<file path="config.mk">
export PLATFORM = sky130hd
export DESIGN_NAME = inst_fetch_flat
export DESIGN_NICKNAME = d
export VERILOG_FILES = /design/src/rtl/inst_fetch_if.sv /design/src/rtl/inst_fetch.sv /design/src/flat_wrapper.sv
export SDC_FILE = /design/constraint.sdc
export NUM_CORES = 1
export LEC_CHECK = 0
export ABC_AREA = 1
export CAP_MARGIN = 20
export CORE_UTILIZATION = 35
export CTS_CLUSTER_SIZE = 24
export DETAILED_ROUTE_END_ITERATION = 8
export GPL_ROUTABILITY_DRIVEN = 1
export PLACE_DENSITY = 0.71
export SKIP_CTS_REPAIR_TIMING = 1
export SLEW_MARGIN = 10
export SYNTH_ARGS = -nofsm -noshare
export SYNTH_HDL_FRONTEND = slang
export SYNTH_SLANG_ARGS = --single-unit
</file>
<file path="constraint.sdc">
create_clock -name Clk -period 24.6 [get_ports Clk]
set_input_delay 2.46 -clock Clk [delete_from_list [all_inputs] [get_ports Clk]]
set_output_delay 2.46 -clock Clk [all_outputs]
set_load 0.05 [all_outputs]
</file>
<file path="src/rtl/inst_fetch_if.sv">
// -----------------------------------------------------------------------------
// inst_fetch_if
// Bundles the two handshakes of the fetch stage:
//   instruction memory : ImemReq/ImemAddr out, ImemGnt/ImemRvalid/ImemRdata in
//   decode             : InstValid/Inst/InstPc out, IdReady in
// master = fetch stage side, slave = memory/decode side.
// -----------------------------------------------------------------------------
interface inst_fetch_if;
  logic        ImemReq;
  logic [31:0] ImemAddr;
  logic        ImemGnt;
  logic        ImemRvalid;
  logic [31:0] ImemRdata;

  logic        InstValid;
  logic [31:0] Inst;
  logic [31:0] InstPc;
  logic        IdReady;

  modport master (
    output ImemReq, ImemAddr, InstValid, Inst, InstPc,
    input  ImemGnt, ImemRvalid, ImemRdata, IdReady
  );

  modport slave (
    input  ImemReq, ImemAddr, InstValid, Inst, InstPc,
    output ImemGnt, ImemRvalid, ImemRdata, IdReady
  );
endinterface

</file>
<file path="src/rtl/inst_fetch.sv">
// -----------------------------------------------------------------------------
// inst_fetch
// Instruction fetch stage with a credit-controlled request path and a 2-entry
// instruction buffer feeding decode.
//
// Ports:
//   Clk        : clock, all state updates on its rising edge
//   ReSet      : synchronous active-high reset
//   Redirect   : one-cycle pulse from the PC stage (taken branch / jump)
//   RedirectPc : new fetch address, valid with Redirect
//   bus        : inst_fetch_if.master (memory request/response + decode handshake)
//
// Parameters:
//   RESET_PC : fetch address after reset
//   DEPTH    : instruction buffer entries (only 2 is supported)
// -----------------------------------------------------------------------------
module inst_fetch #(
  parameter logic [31:0] RESET_PC = 32'h0000_3000,
  parameter int          DEPTH    = 2
) (
  input  logic        Clk,
  input  logic        ReSet,
  input  logic        Redirect,
  input  logic [31:0] RedirectPc,
  inst_fetch_if.master bus
);

  localparam logic [31:0] WordMask = 32'hFFFF_FFFC;

  logic [31:0] FetchPc;      // next address to request
  logic [1:0]  Outstanding;  // accepted requests whose response has not returned
  logic [1:0]  Drop;         // of those, how many are stale (pre-redirect)
  logic [1:0]  Count;        // buffer occupancy

  logic [31:0] HeadInst, HeadPc;  // buffer entry 0 (head, drives decode)
  logic [31:0] Ent1Inst, Ent1Pc;  // buffer entry 1

  logic [2:0]  Credit;
  logic        ReqOk;
  logic        Accept;
  logic        Push;
  logic        Pop;
  logic        Discard;
  logic [1:0]  Live;
  logic [31:0] FetchedPc;

  // NOTE: every signal assigned in always_comb gets a value on every path
  // (here unconditionally), so no latch can be inferred.
  always_comb begin
    // Outstanding requests and buffered words share the same DEPTH slots, so
    // a response always has room when it returns.
    Credit  = {1'b0, Outstanding} + {1'b0, Count};
    ReqOk   = !ReSet && !Redirect && (Credit < 3'(DEPTH));
    Accept  = ReqOk && bus.ImemGnt;
    Pop     = (Count != 2'd0) && bus.IdReady;
    Push    = bus.ImemRvalid && (Drop == 2'd0);
    Discard = bus.ImemRvalid && (Drop != 2'd0);
    // Live requests are contiguous and end just below FetchPc, so the oldest
    // live one (the one now returning) sits Live words below it.
    Live      = Outstanding - Drop;
    FetchedPc = FetchPc - {28'd0, Live, 2'b00};
  end

  assign bus.ImemReq   = ReqOk;
  assign bus.ImemAddr  = FetchPc & WordMask;
  assign bus.InstValid = (Count != 2'd0);
  assign bus.Inst      = HeadInst;
  assign bus.InstPc    = HeadPc;

  // NOTE: state registers use non-blocking assignments so every flop samples
  // the pre-edge values regardless of statement order.
  always_ff @(posedge Clk) begin
    if (ReSet) begin
      FetchPc     <= RESET_PC & WordMask;
      Outstanding <= 2'd0;
      Drop        <= 2'd0;
      Count       <= 2'd0;
      HeadInst    <= 32'd0;
      HeadPc      <= 32'd0;
    end else if (Redirect) begin
      // Everything still in flight is stale; a response arriving right now is
      // discarded here, so it is not counted in Drop.
      FetchPc     <= RedirectPc & WordMask;
      Outstanding <= Outstanding - {1'b0, bus.ImemRvalid};
      Drop        <= Outstanding - {1'b0, bus.ImemRvalid};
      Count       <= 2'd0;
    end else begin
      if (Accept) begin
        FetchPc <= FetchPc + 32'd4;
      end
      Outstanding <= Outstanding + {1'b0, Accept} - {1'b0, bus.ImemRvalid};
      if (Discard) begin
        Drop <= Drop - 2'd1;
      end
      Count <= Count + {1'b0, Push} - {1'b0, Pop};

      // Head takes the new word when the buffer is (or becomes) empty,
      // otherwise it advances from entry 1 on a pop.
      if (Push && ((Count == 2'd0) || ((Count == 2'd1) && Pop))) begin
        HeadInst <= bus.ImemRdata;
        HeadPc   <= FetchedPc;
      end else if (Pop) begin
        HeadInst <= Ent1Inst;
        HeadPc   <= Ent1Pc;
      end
    end
  end

  // NOTE: entry 1 payload carries no reset; Count alone says whether it holds
  // anything, so clearing the data would only add reset fan-out.
  always_ff @(posedge Clk) begin
    if (!ReSet && !Redirect && Push &&
        (((Count == 2'd1) && !Pop) || ((Count == 2'd2) && Pop))) begin
      Ent1Inst <= bus.ImemRdata;
      Ent1Pc   <= FetchedPc;
    end
  end

endmodule

</file>
<file path="src/flat_wrapper.sv">
// flat-port wrapper written by rule: the top's interface ports become plain ports
module inst_fetch_flat 
#(
  parameter logic [31:0] RESET_PC = 32'h0000_3000,
  parameter int          DEPTH    = 2
)
  (Clk, ReSet, Redirect, RedirectPc, bus_ImemReq, bus_ImemAddr, bus_InstValid, bus_Inst, bus_InstPc, bus_ImemGnt, bus_ImemRvalid, bus_ImemRdata, bus_IdReady);
  inst_fetch_if bus_i ();
  input  logic Clk;
  input  logic ReSet;
  input  logic Redirect;
  input  logic [31:0] RedirectPc;
  output wire logic [$bits(bus_i.ImemReq)-1:0] bus_ImemReq;
  output wire logic [$bits(bus_i.ImemAddr)-1:0] bus_ImemAddr;
  output wire logic [$bits(bus_i.InstValid)-1:0] bus_InstValid;
  output wire logic [$bits(bus_i.Inst)-1:0] bus_Inst;
  output wire logic [$bits(bus_i.InstPc)-1:0] bus_InstPc;
  input wire logic [$bits(bus_i.ImemGnt)-1:0] bus_ImemGnt;
  input wire logic [$bits(bus_i.ImemRvalid)-1:0] bus_ImemRvalid;
  input wire logic [$bits(bus_i.ImemRdata)-1:0] bus_ImemRdata;
  input wire logic [$bits(bus_i.IdReady)-1:0] bus_IdReady;
  assign bus_ImemReq = bus_i.ImemReq;
  assign bus_ImemAddr = bus_i.ImemAddr;
  assign bus_InstValid = bus_i.InstValid;
  assign bus_Inst = bus_i.Inst;
  assign bus_InstPc = bus_i.InstPc;
  assign bus_i.ImemGnt = bus_ImemGnt;
  assign bus_i.ImemRvalid = bus_ImemRvalid;
  assign bus_i.ImemRdata = bus_ImemRdata;
  assign bus_i.IdReady = bus_IdReady;
  inst_fetch #(.RESET_PC(RESET_PC), .DEPTH(DEPTH)) u_core (.Clk(Clk), .ReSet(ReSet), .Redirect(Redirect), .RedirectPc(RedirectPc), .bus(bus_i));
endmodule
</file>
# ---- Word level (Yosys, flattened, before mapping)
# Cells that the tools add are included.
dict set report classes {
  n_addsub 10
  n_mul 0
  div 0
  order_cmp 1
  eq_ne 2
  shift 0
  muxes 9
  bitwise_logic 1
  reduce_logical 26
}
# cell n
set ops {}
lappend ops {{$mux W32} 6}
lappend ops {{$add A32 B3 Y32 const B} 1}
lappend ops {{$sub A32 B4 Y32} 1}
lappend ops {{$logic_and A1 B1 Y1} 12}
lappend ops {{$reduce_bool A2 Y1} 5}
lappend ops {{$mux W2} 3}
lappend ops {{$sub A2 B1 Y2} 3}
lappend ops {{$add A2 B1 Y2} 2}
lappend ops {{$logic_not A2 Y1} 2}
lappend ops {{$add A2 B2 Y3} 1}
lappend ops {{$logic_not A1 Y1} 3}
lappend ops {{$lt A3 B2 Y1 const B} 1}
lappend ops {{$eq A2 B1 Y1 const B} 1}
lappend ops {{$eq A2 B2 Y1 const B} 1}
lappend ops {{$logic_or A1 B1 Y1} 2}
lappend ops {{$reduce_and A2 Y1} 1}
lappend ops {{$reduce_or A2 Y1} 1}
lappend ops {{$sub A2 B1 Y2 const B} 1}
lappend ops {{$sub A2 B2 Y2} 1}
lappend ops {{$not A1 Y1} 1}
dict set report word_totals {
  ff_bits 166
  latchBits 0
  ramBits 0
  rom_bits 0
  output_inout_bits 98
  word_cells 58
  mem_count 0
}

# ---- Longest topological paths before layout
dict set report depth {
  depth_word 7
  depth_mapped 16
  mapped_depth_nobuf 16
}

# ---- Worst setup path after synthesis
# Ideal clock, no wire load.
dict set report synth_path {
  kind {in2reg}
  from {input port ReSet}
  to {register u_core.Ent1Inst[0] (enable)}
  arrival_time_ps 12546
  path_slack_ps 11242
  cell_stages 4
  cell_sequence {buf_2 -> nor2_2 -> inv_1 -> a2111oi_0}
}
dict set report synth_between {
  elab_chain_len 4
}
# item line_no
set synth_rtl {}
lappend synth_rtl {{start, declared} flat_wrapper.sv:10} ;# input logic ReSet;
lappend synth_rtl {{$logic_not A1 Y1} inst_fetch.sv:112} ;# if (!ReSet && !Redirect && Push &&
lappend synth_rtl {{$logic_and A1 B1 Y1 (3 in series)} inst_fetch.sv:112}
lappend synth_rtl {{end signal, assigned} inst_fetch.sv:114} ;# Ent1Inst <= bus.ImemRdata;
lappend synth_rtl {{end, declared} inst_fetch.sv:36} ;# logic [31:0] Ent1Inst, Ent1Pc;
# Every way passes these cells.
# A chain may end at the register's enable or synchronous reset.

# ---- Worst setup path after layout
dict set report layout_path {
  from {input port Redirect}
  to {output port bus_ImemReq}
}
dict set report layout_between {
  elab_chain_len 3
}
# item line_no
set layout_rtl {}
lappend layout_rtl {{start, declared} flat_wrapper.sv:11} ;# input logic Redirect;
lappend layout_rtl {{$logic_not A1 Y1} inst_fetch.sv:53} ;# ReqOk = !ReSet && !Redirect && (Credit < 3'(DEPTH));
lappend layout_rtl {{$logic_and A1 B1 Y1 (2 in series)} inst_fetch.sv:53}
lappend layout_rtl {{end, declared} flat_wrapper.sv:13} ;# output wire logic [$bits(bus_i.ImemReq)-1:0] bus_ImemReq;
# Every way passes these cells.

==> reports/summary.txt <==
outcome -> finished, final reports clean
Post-Route WL -> 21900 um
Yosys top cell area share -> 0.250
GRT met2 Usage -> 0.294
number of synthesized register bits -> 160
hold path startpoint -> u_core.bus.Inst[18]
worst r2r src -> u_core.Count[1]
dpl cell area -> 9620 um^2
Yosys top cell by area -> dfxtp_1
DRT iter0 DRCs -> 583
DP HPWL -> 15200 um
worst hold stages -> 2
number of synthesis warnings -> 0
share of cells above drive strength 1 -> 0.0480
Die W -> 152 um
fin crit share -> 0.283
Setup-failing EPs final -> 0
Min-Delay Path Class -> reg -> reg
cell mode on critical path -> clkdlybuf4s50_1
Max Clock Freq -> 144 MHz
kind of critical path -> in -> out
hold slack -> 0.513 ns
worst path arrival time -> 4.50 ns
CP Capture Type -> output pin
max-cap violations -> 0
sequential area share after synthesis -> 0.488
via count -> 7331
setup TNS -> 0 ns
leakage -> 3.87 nW
first-pass detailed-route iteration total -> 5
crit-path max cell delay -> 0.82 ns
R2R cell count -> 6
DRC Markers -> 0
clock sink count -> 160
fin. max-slew vios -> 0
GR Overflow Total -> 0
first-pass GRT wire length -> 34500 um
Area growth syn-to-layout -> 30.3%
vias in the first global route -> 6679
Post-Syn Area per Cell -> 7.69 um^2
min Tclk post-route -> 6.96 ns
GRT Max-Usage Layer -> met2
Post-synth EDFFs -> 62
clock latency on the worst-skew pair -> 0.43 ns
GP Congestion -> 0.915
endpoints failing hold -> 0
met1 track demand over resource -> 0.268
WL/cell -> 15.1 um
post-synthesis cell area -> 7840 um^2
I/O pin total -> 168
Root Buffer -> clkbuf_16
TritonCTS Buffers -> 17
DR vias/cell -> 5.07
unique cell type count in the Yosys netlist -> 34
chip height -> 152 um
clk slew on worst S/H paths -> 0.07 ns
final cell count without fillers -> 1446
maximum fanout along the worst path -> 31
Hold Path End -> u_core.bus.Inst[18]
Worst Tran Pin Value -> 0.937 ns
# diodes -> 0
worst relative slew slack -> 0.375
met3 usage -> 0.0398
crit-path cells -> clkdlybuf4s50_1 -> buf_4 -> nor2_2 -> inv_1 -> nor2_1 -> clkdlybuf4s50_1
die footprint -> 23000 um^2
required time of the critical path -> 22.14 ns
post-route clock skew -> 0.0101 ns
Initial Util -> 0.358
RSZ-0062 raised after global routing -> false
port bufs -> 161
pin count of the biggest net entering global routing -> 100
CTS Buffer Depth -> 2
Peak VDD IR -> 0.0358 mV
Mapped Cells -> 1020
slowest CP cell -> clkdlybuf4s50_1
reg-to-reg endpoint -> u_core.FetchPc[5]
cell family with most CP delay -> buffers and inverters
CTS tree -> done
post-route ant nets -> 0
final instance area -> 10200 um^2
final net count -> 1234
FF-to-FF setup slack -> 21.54 ns
initial antenna violation count -> 0
crit path buf inv count -> 4
Post-synth ARST share -> 0
Top FF cell, synth -> dfxtp_1
# rows -> 54
# H-tree levels -> 4
CP Launch Type -> input port
Overall Global Routing Usage -> 0.194
post-placement cell count -> 1414
core area -> 21900 um^2
PwrDens -> 76.7 nW/um^2
Synth area leaders -> dfxtp_1 25%, edfxtp_1 24%, nand2_1 14%
## cell families (layout without fill, tap and decap cells)
family                   count (synthesis)  count (layout)  synth area share
flip-flops                             160             160             0.488
other                                    1               4          0.000478
buffers and inverters                  130             273            0.0683
AND/OR/NAND/NOR                        460             460             0.234
AO/OA/AOI/OAI                          233             233             0.162
XOR/XNOR                                25              25            0.0279
adder cells (fa/ha/maj)                 11              11            0.0195
## layer usage
metal,up-vias,share of wire
li1,3657,-
met1,3354,0.46
met2,290,0.44
met3,30,0.076
met4,0,0.023
met5,-,0
## flip-flops by register name, indices dropped and copies added, names as in the netlist
signal	cells
u_core.FetchPc	30
u_core.bus.Inst	32
u_core.Count	2
u_core.Ent1Inst	32
u_core.Drop	2
u_core.Ent1Pc	30
u_core.bus.InstPc	30
u_core.Outstanding	2
## worst max path at each step
stage | from | cells past startpoint | slack [ns] | endpoint
2_1_floorplan | ReSet | 4 | 11.24 | u_core.Ent1Inst[0]
3_3_place_gp | Redirect | 6 | 17.61 | bus_ImemReq
3_5_place_dp | Redirect | 6 | 17.62 | bus_ImemReq
4_1_cts | Redirect | 6 | 17.61 | bus_ImemReq
5_1_grt | Redirect | 6 | 17.54 | bus_ImemReq
6_report | Redirect | 6 | 17.64 | bus_ImemReq
## through the flow
stage | setup slack [ns] | utilization | total power [mW]
after floorplan | 11.24 | - | 0.454
after global placement | 17.61 | 0.439 | 0.521
after detailed placement | 17.62 | 0.440 | 0.524
after CTS | 17.61 | 0.467 | 0.792
after global routing | 17.54 | 0.467 | 0.823
final | 17.64 | 0.467 | 0.783
## worst register-to-register path: stages (launching register included)
cell and delay (ns):
dfxtp_1 0.40, inv_1 0.11, fa_1 0.57, nand4_1 0.44, nand2_1 0.79, inv_1 0.34
a221oi_1 0.32
## report_power, final
| group | internal (mW) | switching [mW] | leakage (nW) |
|---|---|---|---|
| Combinational | 0.0660 | 0.140 | 2.21 |
| Clock | 0.149 | 0.116 | 0.294 |
| Sequential | 0.296 | 0.0162 | 1.37 |
| Total | 0.511 | 0.272 | 3.87 |
## layout by cell type (no fill, tap or decap), drive strengths merged, types with 18 or more instances in the layout
cell type,n
nand3,43
a31oi,41
edfxtp,62
inv,81
a21oi,81
clkdlybuf4s50,161
nor2,114
nand2,286
o21ai,102
dfxtp,98
clkbuf,18
xor2,21
## cell usage after synthesis (all sizes together) (2+ instances only)
library cell / n
nand4: 6
nor3: 5
and2: 4
nor2: 114
buf: 29
clkbuf: 28
or2: 2
fa: 2
xor2: 21
edfxtp: 62
xnor2: 4
nand3: 43
o221ai: 2
inv: 73
a21oi: 81
ha: 9
a31oi: 41
dfxtp: 98
o211ai: 4
o21ai: 102
nand2: 286
## area by class of cell
| class | instances | area, um^2 |
|---|---|---|
| inverters | 73 | 274 |
| clock inverters | 14 | 143 |
| clock buffers | 18 | 450 |
| fillers | 2164 | 11700 |
| well taps | 280 | 350 |
| flip-flops and latches | 160 | 3820 |
| repair buffers | 168 | 1680 |
| multi-input cells | 733 | 3500 |
Note: power is estimated with default switching activity, not from simulation.
